`config.mk`:
```
export PLATFORM = sky130hd
export DESIGN_NAME = key_debounce
export DESIGN_NICKNAME = d
export VERILOG_FILES = /design/src/rtl/key_pkg.sv /design/src/rtl/sync_2ff.sv /design/src/rtl/key_debounce.sv
export SDC_FILE = /design/constraint.sdc
export NUM_CORES = 1
export LEC_CHECK = 0
export CAP_MARGIN = 0
export CELL_PAD_IN_SITES_DETAIL_PLACEMENT = 1
export CELL_PAD_IN_SITES_GLOBAL_PLACEMENT = 1
export CORE_AREA = 2 2 57 59
export DETAILED_ROUTE_END_ITERATION = 7
export DIE_AREA = 0 0 59 61
export PLACE_DENSITY = 0.86
export SKIP_CTS_REPAIR_TIMING = 1
export SLEW_MARGIN = 10
export SYNTH_ARGS = -nofsm -noshare
export SYNTH_HDL_FRONTEND = slang
export SYNTH_SLANG_ARGS = --single-unit
```
`constraint.sdc`:
```
create_clock -name clk_sys -period 5.2 [get_ports clk_sys]
set_clock_uncertainty 0.05 [all_clocks]
set_input_delay 1.04 -clock clk_sys [delete_from_list [all_inputs] [get_ports clk_sys]]
set_output_delay 1.04 -clock clk_sys [all_outputs]
set_load 0.005 [all_outputs]
```
`src/rtl/key_pkg.sv`:
```
// Shared types and constants for the KEY1 debounce path.
package key_pkg;

  typedef enum logic [1:0] {
    RELEASED    = 2'd0,
    PRESS_CHK   = 2'd1,
    PRESSED     = 2'd2,
    RELEASE_CHK = 2'd3
  } key_state_e;

  // 10 ms at the 50 MHz board clock.
  localparam int DEBOUNCE_CYCLES_DEFAULT = 500000;

  // The counter only has to reach DEBOUNCE_CYCLES-1, so clog2 is enough.
  function automatic int cnt_width(input int cycles);
    if (cycles < 2) begin
      return 1;
    end else begin
      return $clog2(cycles);
    end
  endfunction

endpackage

```
`src/rtl/sync_2ff.sv`:
```
// Generic two-flop synchroniser for a single asynchronous level.
// Both flops clear to RST_VAL so the idle level is seen during and after reset.
module sync_2ff #(
  parameter logic RST_VAL = 1'b1
) (
  input  logic clk_i,
  input  logic rst_ni,
  input  logic d_i,
  output logic q_o
);

  logic meta_q;
  logic sync_q;

  // Two-stage capture of the asynchronous input.
  always_ff @(posedge clk_i or negedge rst_ni) begin
    if (!rst_ni) begin
      meta_q <= RST_VAL;
      sync_q <= RST_VAL;
    end else begin
      meta_q <= d_i;
      sync_q <= meta_q;
    end
  end

  assign q_o = sync_q;

endmodule

```
`src/rtl/key_debounce.sv`:
```
// Debounces the active-low KEY1 pin into a registered level (clock for the
// odometer) plus single-cycle press/release strobes.
module key_debounce
  import key_pkg::*;
#(
  parameter int DEBOUNCE_CYCLES = DEBOUNCE_CYCLES_DEFAULT,
  parameter int CNT_W           = cnt_width(DEBOUNCE_CYCLES)
) (
  input  logic clk_sys,
  input  logic rst_n_key0,
  input  logic key1_n_raw,
  output logic key1_stable,
  output logic key1_press,
  output logic key1_release
);

  localparam logic [CNT_W-1:0] CNT_LAST = CNT_W'(DEBOUNCE_CYCLES - 1);
  localparam logic [CNT_W-1:0] CNT_ONE  = CNT_W'(1);
  localparam logic [CNT_W-1:0] CNT_ZERO = CNT_W'(0);

  logic             key_s;
  key_state_e       state_q, state_d;
  logic [CNT_W-1:0] cnt_q, cnt_d;
  logic             stable_q, stable_d;
  logic             press_q, press_d;
  logic             release_q, release_d;

  sync_2ff #(
    .RST_VAL (1'b1)
  ) u_sync_key1 (
    .clk_i  (clk_sys),
    .rst_ni (rst_n_key0),
    .d_i    (key1_n_raw),
    .q_o    (key_s)
  );

  // State, counter and output registers.
  always_ff @(posedge clk_sys or negedge rst_n_key0) begin
    if (!rst_n_key0) begin
      state_q   <= RELEASED;
      cnt_q     <= CNT_ZERO;
      stable_q  <= 1'b0;
      press_q   <= 1'b0;
      release_q <= 1'b0;
    end else begin
      state_q   <= state_d;
      cnt_q     <= cnt_d;
      stable_q  <= stable_d;
      press_q   <= press_d;
      release_q <= release_d;
    end
  end

  // Next-state logic: a level is accepted only after DEBOUNCE_CYCLES
  // consecutive agreeing synchronised samples.
  always_comb begin
    state_d   = state_q;
    cnt_d     = cnt_q;
    stable_d  = stable_q;
    press_d   = 1'b0;
    release_d = 1'b0;
    case (state_q)
      RELEASED: begin
        if (!key_s) begin
          state_d = PRESS_CHK;
          cnt_d   = CNT_ZERO;
        end else begin
          state_d = RELEASED;
        end
      end
      PRESS_CHK: begin
        if (key_s) begin
          state_d = RELEASED;
          cnt_d   = CNT_ZERO;
        end else if (cnt_q == CNT_LAST) begin
          state_d  = PRESSED;
          stable_d = 1'b1;
          press_d  = 1'b1;
        end else begin
          cnt_d = cnt_q + CNT_ONE;
        end
      end
      PRESSED: begin
        if (key_s) begin
          state_d = RELEASE_CHK;
          cnt_d   = CNT_ZERO;
        end else begin
          state_d = PRESSED;
        end
      end
      RELEASE_CHK: begin
        if (!key_s) begin
          state_d = PRESSED;
          cnt_d   = CNT_ZERO;
        end else if (cnt_q == CNT_LAST) begin
          state_d   = RELEASED;
          stable_d  = 1'b0;
          release_d = 1'b1;
        end else begin
          cnt_d = cnt_q + CNT_ONE;
        end
      end
      default: begin
        state_d  = RELEASED;
        cnt_d    = CNT_ZERO;
        stable_d = 1'b0;
      end
    endcase
  end

  // Outputs come straight from flops so the odometer clock is glitch-free.
  assign key1_stable  = stable_q;
  assign key1_press   = press_q;
  assign key1_release = release_q;

endmodule

```
==> out/qor.yml, run 1 <==
crit_arrival_ns: 1.22
rsz0062_at_grt: "false"
grt_first_pass_wirelength_mm: 5.78
crit_required_ns: 4.11
post-place-cells: 181
layout-drive-gt1-share: 0.112
clkLatencyLatePin_ns: 0.33
reg2reg_depth: 5
maxCapViolations: 0
min-delay-start: "u_sync_key1.meta_q$_DFF_PN1_"
drtPass1Iterations: 4
grt.busiest_layer: "met2"
finalSetupViolCount: 0
vdd_ir_drop_max_v: 0.000194
worst_pin_slew_ns: 0.615
cts-buffers-inserted: 3
hold_depth: 0
finalInstanceArea_um2: 1500
finalMaxSlewViolations: 0
crit_type: "reg -> out"
syn_to_final_growth_pct: 6.67
synth_nets: 151
die_w_um: 59
root_buffer: "clkbuf_4"
crit_path_cell_trace: "clkdlybuf4s50_1"
cts_htree_levels: 1
drc: 0
hold_viol_final: 0
synth_edf_count: 0
outcome: "finished clean"
synth_cells: 147
cts_num_sinks: 26
ys_seq_elements: 26
crit_family: "buffers and inverters"
placed_cell_area_um2: 1470
relSlewSlack: 0.589
async_flop_share: 1.00
use_met1: 0.276
grt_use_met3: 0.0405
ant_nets: 0
yosysUniqueCellTypes: 42
synth.avg_cell_area_um2: 9.58
nNetsFinal: 157
cts_tree: "built"
wire_per_inst_um: 18.4
grtUsageTotal: 0.217
pin_count: 6
switchingPower_mw: 0.0773
yosysWarnings: 0
fp.dieH_um: 61
min_to: "u_sync_key1.q_o$_DFF_PN1_"
pwr-share-clk: 0.309
end_kind: "output pin"
drt_iter0_drc: 53
synthFlopType: "dfrtp_1"
clk_path_buf_depth: 2
overflow: 0
leakage_nw: 0.596
final_cell_mix: "dfrtp_1, nand2_1, o21ai_0"
yosysSeqAreaShare: 0.464
min_period_ns: 2.31
grt_pass1_vias: 1178
cp_max_fo: 3
post-route-period-util: 0.443
pwr-share-comb: 0.061
grt_max_degree: 27
final_common_cell: "dfrtp_1"
slowest_delay_ns: 0.51
antenna_found_initial: 0
use_met2: 0.371
path_buf_inv: 1
std_cell_rows: 20
seqPwrFrac: 0.631
die_area_um2: 3600
hold_path.class: "reg -> reg"
place.gp.congestion: 0.777
diodes: 0
dp_hpwl_mm: 2.50
reg2reg_setup_slack_ns: 3.11
path_depth: 1
vias: 1144
max_clock_freq_mhz: 434
switching_share: 0.234
tns_ns: 0
wl_mm: 3.40
port_buffers: 5
vias_per_cell: 6.18
cp-start-kind: "register"
power.density_nw_per_um2: 220
syn_area_um2: 1410
initial_core_util: 0.477
final_cell_count_no_fill: 185
slowest_stage: "clkdlybuf4s50_1"
worstReg2RegEnd: "cnt_q[0]$_DFFE_PN0P_"
path_clk_slew_ns: 0.12
p_int_mw: 0.253
core_area_um2: 2950
## metal layers
| layer | vias up | part of all wire |
|---|---|---|
| met2 | 11 | 0.50 |
| met4 | 0 | 0.018 |
| met1 | 579 | 0.46 |
| met5 | - | 0 |
| li1 | 548 | - |
| met3 | 6 | 0.019 |
## area by class of cell
type                    instances  area, um2
fillers                       354       1450
multi-input cells             112        707
flip-flops and latches         26        653
repair buffers                  5       45.0
well taps                      33       41.3
clock buffers                   4       36.3
inverters                       5       18.8
## logic make-up after synthesis
family	count (synthesis)	synth area share
buffers and inverters	9	0.0338
AOI/OAI and AO/OA	43	0.182
DFF	26	0.464
adders and majority gates	1	0.00889
and+or+nand+nor	60	0.261
xor gates and xnor gates	8	0.0498
## power by group through the flow
stage / registers (mW) / logic [mW] / clock network, mW
5_1_grt: 0.209 / 0.0232 / 0.110
6_report: 0.208 / 0.0200 / 0.102
3_3_place_gp: 0.212 / 0.0189 / 0
4_1_cts: 0.209 / 0.0209 / 0.108
3_5_place_dp: 0.212 / 0.0208 / 0
2_1_floorplan: 0.211 / 0.0118 / 0
## cells in the mapped netlist, types with 2 or more instances
| master | instances | area share |
|---|---|---|
| a21oi_1 | 6 | 0.021 |
| and3_1 | 3 | 0.013 |
| dfrtp_1 | 24 | 0.43 |
| nand3_2 | 2 | 0.014 |
| inv_1 | 5 | 0.013 |
| o22ai_1 | 4 | 0.018 |
| xor2_1 | 5 | 0.031 |
| xnor2_1 | 3 | 0.019 |
| and4_1 | 2 | 0.012 |
| nand4_1 | 5 | 0.022 |
| nand3_1 | 6 | 0.021 |
| nand2_1 | 21 | 0.056 |
| nor2_1 | 8 | 0.021 |
| o31ai_1 | 2 | 0.011 |
| nor3_1 | 2 | 0.0071 |
| a41oi_1 | 2 | 0.012 |
| a31oi_1 | 3 | 0.013 |
| o21ai_0 | 19 | 0.068 |
| dfstp_2 | 2 | 0.037 |
## registers in the layout, summed over array words and instances (netlist names), named ones only
signal,count
state_q,1
key1_press,1
u_sync_key1.meta_q,1
cnt_q,19
key1_release,1
key1_stable,1
u_sync_key1.q_o,1
## worst max-delay path by stage
stage                                        from                      end  slack (ns)
after floorplan              cnt_q[0]$_DFFE_PN0P_  key1_stable$_DFFE_PN0P_        3.44
after global placement                 rst_n_key0     cnt_q[4]$_DFFE_PN0P_        2.76
after detailed placement               rst_n_key0     cnt_q[4]$_DFFE_PN0P_        2.66
after CTS                 key1_stable$_DFFE_PN0P_              key1_stable        2.88
after global routing      key1_stable$_DFFE_PN0P_              key1_stable        2.85
final                     key1_stable$_DFFE_PN0P_              key1_stable        2.89
## stage by stage
step | power [mW] | setup WS [ns] | hold WS [ns] | utilization
floorplan | 0.222 | 3.44 | 0.295 | -
global placement | 0.231 | 2.76 | 0.302 | 0.498
detailed placement | 0.233 | 2.66 | 0.299 | 0.498
CTS | 0.337 | 2.88 | 0.323 | 0.510
global route | 0.342 | 2.85 | 0.324 | 0.508
finish | 0.330 | 2.89 | 0.320 | 0.508
Power figures use the tool's default switching activity.
==> run 2: changes to the inputs <==
--- a/config.mk
+++ b/config.mk
@@ -8,10 +8,10 @@
 export CAP_MARGIN = 0
 export CELL_PAD_IN_SITES_DETAIL_PLACEMENT = 1
 export CELL_PAD_IN_SITES_GLOBAL_PLACEMENT = 1
-export CORE_AREA = 2 2 57 59
+export CORE_AREA = 2 2 59 61
 export DETAILED_ROUTE_END_ITERATION = 7
-export DIE_AREA = 0 0 59 61
-export PLACE_DENSITY = 0.86
+export DIE_AREA = 0 0 61 63
+export PLACE_DENSITY = 0.82
 export SKIP_CTS_REPAIR_TIMING = 1
 export SLEW_MARGIN = 10
 export SYNTH_ARGS = -nofsm -noshare
==> constraint.sdc (replaced) <==
create_clock -name clk_sys -period 2.35 [get_ports clk_sys]
set_clock_uncertainty 0.05 [all_clocks]
set_input_delay 0.47 -clock clk_sys [delete_from_list [all_inputs] [get_ports clk_sys]]
set_output_delay 0.47 -clock clk_sys [all_outputs]
set_load 0.005 [all_outputs]
==> out/qor.yml, run 2 (same netlist as run 1, synthesis figures left out) <==
reg2reg_setup_slack_ns: 0.42
core_area_um2: 3230
power.density_nw_per_um2: 528
grt_max_degree: 27
slowest_stage: "dfstp_2"
max_clock_freq_mhz: 517
min_period_ns: 1.93
wire_per_inst_um: 17.0
ff_latch_area_um2: 653
use_met2: 0.297
grt_use_met3: 0.0228
seqPwrFrac: 0.562
drt_iter0_drc: 48
totalPowerFinal_mw: 0.821
final_common_cell: "dfrtp_1"
syn_to_final_growth_pct: 10.4
grtUsageTotal: 0.198
die_w_um: 61
cts_num_sinks: 26
path_clk_slew_ns: 0.15
wl_mm: 3.41
grt.busiest_layer: "met2"
port_buffers: 5
outcome: "finished clean"
pwr-share-comb: 0.058
cts_htree_levels: 1
end_kind: "register"
crit_path_cell_trace: "xor2_1, nor2_2, o21ai_1, or3_1, o21ai_0"
antenna_found_initial: 0
maxCapViolations: 0
crit_arrival_ns: 2.14
p_int_mw: 0.641
clkLatencyLatePin_ns: 0.33
holdWs_ns: 0.323
regMostFlops: "cnt_q"
cts_tree: "built"
vias: 1155
std_cell_rows: 21
worst_pin_slew_ns: 0.615
clk_path_buf_depth: 2
grt_first_pass_wirelength_mm: 5.75
relSlewSlack: 0.588
pin_count: 6
tns_ns: 0
path_buf_inv: 0
crit_family: "simple AND/OR/NAND/NOR gates"
fp.dieH_um: 63
slowest_delay_ns: 0.64
nNetsFinal: 159
root_buffer: "clkbuf_4"
ant_nets: 0
vias_per_cell: 5.78
rsz0062_at_grt: "false"
drtPass1Iterations: 4
layout-drive-gt1-share: 0.117
leakage_nw: 0.612
nFillCells: 391
use_met1: 0.290
vdd_ir_drop_max_v: 0.000268
post-route-period-util: 0.823
finalSetupViolCount: 0
drc: 0
hold_viol_final: 0
largest_reg_flops: 19
cts-buffers-inserted: 3
final_cell_mix: "dfrtp_1, nand2_1, o21ai_0"
switchingPower_mw: 0.180
overflow: 0
multiInputGateArea_um2: 707
grt_pass1_vias: 1212
diodes: 0
switching_share: 0.219
finalMaxSlewViolations: 0
place.gp.congestion: 0.851
cp_max_fo: 10
dp_hpwl_mm: 2.49
crit_required_ns: 2.55
die_area_um2: 3840
crit_type: "reg -> reg"
pwr-share-clk: 0.380
hold_path.class: "reg -> reg"
initial_core_util: 0.436
cp-start-kind: "register"
==> run 2: cell types whose count changed in the layout (fill, tap and decap cells not counted), sizes merged <==
cell / change
buf: +1
bufinv: +1
clkbuf: -1
clkdlybuf4s50: +1
==> run 2: worst paths after layout <==
kind | to | depth (start not counted) | startpoint
min | u_sync_key1.q_o$_DFF_PN1_ | 0 | u_sync_key1.meta_q$_DFF_PN1_
min in group asynchronous | cnt_q[13]$_DFFE_PN0P_ | 2 | rst_n_key0
min reg2reg | u_sync_key1.q_o$_DFF_PN1_ | 0 | u_sync_key1.meta_q$_DFF_PN1_
max in group asynchronous | u_sync_key1.meta_q$_DFF_PN1_ | 2 | rst_n_key0
max | cnt_q[5]$_DFFE_PN0P_ | 5 | u_sync_key1.q_o$_DFF_PN1_
max reg2reg | cnt_q[5]$_DFFE_PN0P_ | 5 | u_sync_key1.q_o$_DFF_PN1_
==> run 2: area by class of cell <==
cell class / instances / area share
Tap cell: 46 / 0.0370
Timing Repair Buffer: 7 / 0.0419
Sequential cell: 26 / 0.420
Inverter: 5 / 0.0121
Multi-Input combinational cell: 112 / 0.455
Clock buffer: 3 / 0.0145
Clock inverter: 1 / 0.0193
==> run 2: worst reg2reg max path: stages (launching register included) <==
cell,delay [ns]
dfstp_2,0.64
xor2_1,0.16
nor2_2,0.37
o21ai_1,0.22
or3_1,0.34
o21ai_0,0.08
==> run 2: stage by stage <==
| stage | std cells | worst slack (ns) | instance area [um2] | utilization |
|---|---|---|---|---|
| after floorplan | 147 | 0.591 | 1410 | - |
| after global placement | 196 | 0.443 | 1500 | 0.465 |
| after detailed placement | 196 | 0.447 | 1500 | 0.465 |
| after CTS | 200 | 0.410 | 1550 | 0.481 |
| after global routing | 200 | 0.294 | 1550 | 0.481 |
| final | 200 | 0.415 | 1550 | 0.481 |
==> run 2: per-layer routing <==
metal,up-vias,part of all wire
met3,4,0.017
li1,555,-
met5,-,0
met1,585,0.49
met2,11,0.48
met4,0,0.011
==> run 2: power groups by stage <==
stage                     Clock [mW]  Sequential [mW]  Combinational (mW)
after floorplan                    0            0.466              0.0261
after global placement             0            0.468              0.0456
after detailed placement           0            0.470              0.0484
after CTS                      0.318            0.461              0.0486
after global routing           0.333            0.462              0.0543
final                          0.312            0.461              0.0478
